===== config.mk =====
export PLATFORM = sky130hd
export DESIGN_NAME = reg_file_sb
export DESIGN_NICKNAME = d
export VERILOG_FILES = /design/src/rtl/reg_file_sb.sv
export SDC_FILE = /design/constraint.sdc
export NUM_CORES = 1
export LEC_CHECK = 0
export ABC_CLOCK_PERIOD_IN_PS = 1900
export CAP_MARGIN = 20
export CORE_MARGIN = 2
export CORE_UTILIZATION = 40
export DETAILED_ROUTE_END_ITERATION = 6
export PLACE_DENSITY = 0.65
export SLEW_MARGIN = 0
export SYNTH_ARGS = -nofsm -noshare
export SYNTH_HDL_FRONTEND = slang
export SYNTH_SLANG_ARGS = --single-unit

===== constraint.sdc =====
create_clock -name clk -period 1.9 [get_ports clk]
set_clock_uncertainty 0.05 [all_clocks]
set_input_delay 0.38 -clock clk [delete_from_list [all_inputs] [get_ports clk]]
set_output_delay 0.38 -clock clk [all_outputs]
set_load 0.03 [all_outputs]

===== src/rtl/reg_file_sb.sv =====
// General-purpose register file with hardwired zero register, optional
// write-to-read bypass, per-register busy scoreboard, and PC/CPSR system bank.
module reg_file_sb #(
  parameter int unsigned       DATA_W   = 32,
  parameter int unsigned       ADDR_W   = 3,
  parameter int unsigned       ZERO_REG = 7,
  parameter int unsigned       BYPASS   = 1,
  parameter logic [DATA_W-1:0] RESET_PC = '0,
  parameter int unsigned       PC_STEP  = 4
) (
  input  logic              clk,
  input  logic              rst_n,
  input  logic [ADDR_W-1:0] read_addr1,
  input  logic [ADDR_W-1:0] read_addr2,
  input  logic [ADDR_W-1:0] br_addr,
  output logic [DATA_W-1:0] value1,
  output logic [DATA_W-1:0] value2,
  output logic [DATA_W-1:0] br_value,
  output logic              busy1,
  output logic              busy2,
  output logic              br_busy,
  input  logic [ADDR_W-1:0] write_addr,
  input  logic [DATA_W-1:0] write_value_alu,
  input  logic [DATA_W-1:0] write_value_id,
  input  logic              write_data_sel,
  input  logic              write_enable,
  input  logic              sb_set,
  input  logic [ADDR_W-1:0] sb_addr,
  input  logic              pc_load,
  input  logic              pc_inc,
  input  logic [DATA_W-1:0] pc_in,
  output logic [DATA_W-1:0] pc,
  input  logic              cpsr_we,
  input  logic [3:0]        flags_in,
  output logic [DATA_W-1:0] cpsr
);

  localparam int unsigned       NREG     = 2 ** ADDR_W;
  localparam int unsigned       NPORT    = 3;
  localparam int unsigned       FLAGS_W  = 4;
  localparam logic [ADDR_W-1:0] ZADDR    = ADDR_W'(ZERO_REG);
  localparam logic [DATA_W-1:0] PC_INCR  = DATA_W'(PC_STEP);

  logic [DATA_W-1:0]  regs [NREG];
  logic [NREG-1:0]    busy;
  logic [DATA_W-1:0]  pc_r;
  logic [FLAGS_W-1:0] flags_r;

  logic [DATA_W-1:0]  wdata;
  logic               write_hit;
  logic               set_hit;
  logic [ADDR_W-1:0]  rd_addr [NPORT];
  logic [DATA_W-1:0]  rd_data [NPORT];
  logic               rd_busy [NPORT];

  assign wdata     = write_data_sel ? write_value_alu : write_value_id;
  assign write_hit = write_enable && (write_addr != ZADDR);
  assign set_hit   = sb_set && (sb_addr != ZADDR);

  assign rd_addr[0] = read_addr1;
  assign rd_addr[1] = read_addr2;
  assign rd_addr[2] = br_addr;

  // Combinational read ports; a bypassed write also hides the busy bit it is about to clear
  always_comb begin
    for (int p = 0; p < NPORT; p++) begin
      logic fwd;
      logic same_set;
      fwd        = (BYPASS != 0) && write_hit && (rd_addr[p] == write_addr);
      same_set   = sb_set && (sb_addr == rd_addr[p]);
      rd_data[p] = regs[rd_addr[p]];
      rd_busy[p] = busy[rd_addr[p]];
      if (rd_addr[p] == ZADDR) begin
        rd_data[p] = '0;
        rd_busy[p] = 1'b0;
      end else if (fwd) begin
        rd_data[p] = wdata;
        if (!same_set) rd_busy[p] = 1'b0;
      end
    end
  end

  assign value1   = rd_data[0];
  assign value2   = rd_data[1];
  assign br_value = rd_data[2];
  assign busy1    = rd_busy[0];
  assign busy2    = rd_busy[1];
  assign br_busy  = rd_busy[2];

  always_ff @(posedge clk or negedge rst_n) begin
    if (!rst_n) begin
      for (int i = 0; i < NREG; i++) regs[i] <= '0;
    end else if (write_hit) begin
      regs[write_addr] <= wdata;
    end
  end

  // Set is applied after clear so an issue in the commit cycle keeps the register busy
  always_ff @(posedge clk or negedge rst_n) begin
    if (!rst_n) begin
      busy <= '0;
    end else begin
      if (write_hit) busy[write_addr] <= 1'b0;
      if (set_hit)   busy[sb_addr]    <= 1'b1;
    end
  end

  always_ff @(posedge clk or negedge rst_n) begin
    if (!rst_n) begin
      pc_r <= RESET_PC;
    end else if (pc_load) begin
      pc_r <= pc_in;
    end else if (pc_inc) begin
      pc_r <= pc_r + PC_INCR;
    end
  end

  always_ff @(posedge clk or negedge rst_n) begin
    if (!rst_n) begin
      flags_r <= '0;
    end else if (cpsr_we) begin
      flags_r <= flags_in;
    end
  end

  assign pc   = pc_r;
  assign cpsr = {flags_r, (DATA_W - FLAGS_W)'(0)};

endmodule


==> flow_summary.ini <==
[status]
status = finished with violations
violations = negative setup slack

[clocking]
numCtsBuffers = 31
root_buffer = clkbuf_16
cts_sinks = 267
clkLatencyLatePin_ps = 570
clockBufferDepth = 3
cts_tree = yes
cts.htree.levels = 1
path_clk_slew_ps = 70

[timing]
min_period_over_period = 1.33
slew_headroom = 0.645
drv_slew = 0
postLayoutSetupSlackWorst_ps = -619
worstMarginPinSlew_ps = 532
rsz0062_at_grt = true
finalCriticalPeriod_ps = 2520
setup_violations = 99
clock.fmax_ghz = 0.397
hold_viol = 0

[drt]
antenna_left = 0
viasPerCell = 5.59
first_pass_iters = 5
drt_iter0_markers = 1158
drc = 0
post_drt_wl_per_cell_um = 21.7
wirelength_um = 61200
vias = 15800

[placement]
place_hpwl_um = 41900
place_congestion = 0.855
pre_cts_slack_ps = -951
portBuffers = 257

[critical_path]
critPathLaunchType = register
crit_family = multiplexers
cp_cell_sequence = mux4_2 > mux2i_2 > buf_4 > mux2i_4 > buf_6
slowest_delay_ps = 490
crit_buf_inv = 2
arrival_ps = 2090
reg2reg_slack_ps = 90
slowest_stage = mux4_2
end_kind = primary output
worstSetupPathType = register to primary output
required_ps = 1470
crit_fanout = 4

[synthesis]
synthCells = 1717
synth_edf_count = 0
synth_largest_area_cell = dfrtp_1
ys_seq_elements = 267
ys_async_sr_fraction = 1.00
synth_top_area_share = 0.379
yosysWarnings = 0
yosysMostFrequentCell = mux2i_1
avgSynthCellArea_um2 = 10.3
seq_area_frac_synth = 0.379
synth_flop_cell = dfrtp_1
ys_top_cells_by_count = mux2i_1, dfrtp_1, nand2_1, nor2_1, a21oi_1
syn_area_um2 = 17600
synthTopCellsByArea = dfrtp_1, mux2i_1, mux4_2, o2bb2ai_1, a21oi_1
synth_cell_type_count = 50

[min_path]
min_path_type = input pin to asynchronous set/reset pin

[grt]
grt_remaining_overflow = 0
antenna_found_initial = 1
grt_max_degree = 75
grt_pass1_vias = 16100
grt_pass1_wl_um = 93000
gr-usage-all-layers = 0.267

[cells_and_area]
diodes = 0
drive_gt1_frac = 0.389
multi_input_area_um2 = 12000
layout.nets = 2336
seqCellArea_um2 = 6690
fill_cells = 3394
synthToLayoutAreaGrowth_pct = 53.4

[die]
start_util = 0.407
rows = 76
design.die.area_um2 = 45700
core_um2 = 43300
die_x_um = 214
ioPinCount = 286
die_h_um = 214

[power_and_ir_drop]
vdd_drop_max_mv = 0.819
power_density_nw_per_um2 = 916
p_leak_nw = 11.2
power.total_mw = 24.7

[job]
maxCapViolations = 0
==> power by group <==
part	switching (mW)	leakage, nW	internal, mW	total [mW]
Sequential	1.13	3.13	6.79	7.92
Combinational	5.08	7.51	5.43	10.5
Clock	2.68	0.514	3.63	6.32
==> layout make-up <==
type / count / share of cell area
Multi-Input combinational cell: 1254 / 0.446
Timing Repair Buffer: 617 / 0.234
Inverter: 41 / 0.00570
Clock buffer: 34 / 0.0295
Clock inverter: 23 / 0.0103
Sequential cell: 267 / 0.247
Tap cell: 585 / 0.0271
==> kinds of logic after synthesis <==
logic type / Yosys count / share of synthesized area
other cells: 1 / 0.000213
fa+ha+maj: 1 / 0.000711
flops: 267 / 0.379
simple gates: 380 / 0.0942
xor+xnor: 29 / 0.0144
mux: 429 / 0.315
buf+inv: 224 / 0.0614
compound gates: 386 / 0.135
==> registers in the layout, summed over array words and instances (netlist names) <==
register and count:
regs 224, pc 32, busy 7, flags_r 4
==> layout by cell type (no fill, tap or decap), types with 31 or more instances in the layout <==
cell and n:
a21oi_1 128, buf_12 64, buf_4 287, buf_6 104
clkbuf_16 31, clkdlybuf4s50_1 107, dfrtp_1 264, inv_1 40
mux2i_1 151, mux2i_2 42, mux2i_4 131, mux4_2 99
nand2_1 162, nor2_1 144, o21ai_0 115, o2bb2ai_1 96
==> per-stage QoR <==
| step | hold WS [ps] | setup TNS (ps) | area, um2 | cells | utilization |
|---|---|---|---|---|---|
| 6_report | 178 | -49110 | 27000 | 2821 | 0.624 |
| 4_1_cts | 169 | -51830 | 26700 | 2794 | 0.617 |
| 3_5_place_dp | 215 | -140600 | 24400 | 2715 | 0.564 |
| 3_3_place_gp | 213 | -132310 | 24400 | 2715 | 0.564 |
| 2_1_floorplan | 34.4 | -27230 | 19300 | 1744 | - |
| 5_1_grt | 183 | -55120 | 27000 | 2821 | 0.624 |
==> final timing paths <==
kind,depth (start not counted),endpoint,from
setup reg to reg,4,pc[27],pc[5]
min in group clk,5,busy[1],write_addr[1]
hold reg to reg,1,flags_r[1],flags_r[1]
max in group asynchronous,4,busy[3],rst_n
setup / recovery,5,br_value[29],regs[253]
hold / removal,2,regs[103],rst_n
==> repair_timing <==
action	CTS	global route
buffers inserted	18	26
hold buffers	1	0
endpoints found under the setup margin	135	114
pin swaps	10	8
gates resized for setup	278	37
cloned	4	1
endpoints found under the hold margin	185	0
==> worst register-to-register path: cells and delay by family, from the launching register on <==
kind	cells	cell delay (ps)
AO/OA/AOI/OAI	1	170
flip-flops	1	360
AND/OR/NAND/NOR	3	1160
==> metal layers <==
metal / routed length, um / part of all wire / track usage
met1: 25600 / 0.42 / 0.351
met2: 30400 / 0.50 / 0.452
met3: 3550 / 0.058 / 0.0469
met4: 1670 / 0.027 / 0.0802
met5: 13 / 0.00021 / 0
No activity file was read; power rests on OpenSTA's default activity.
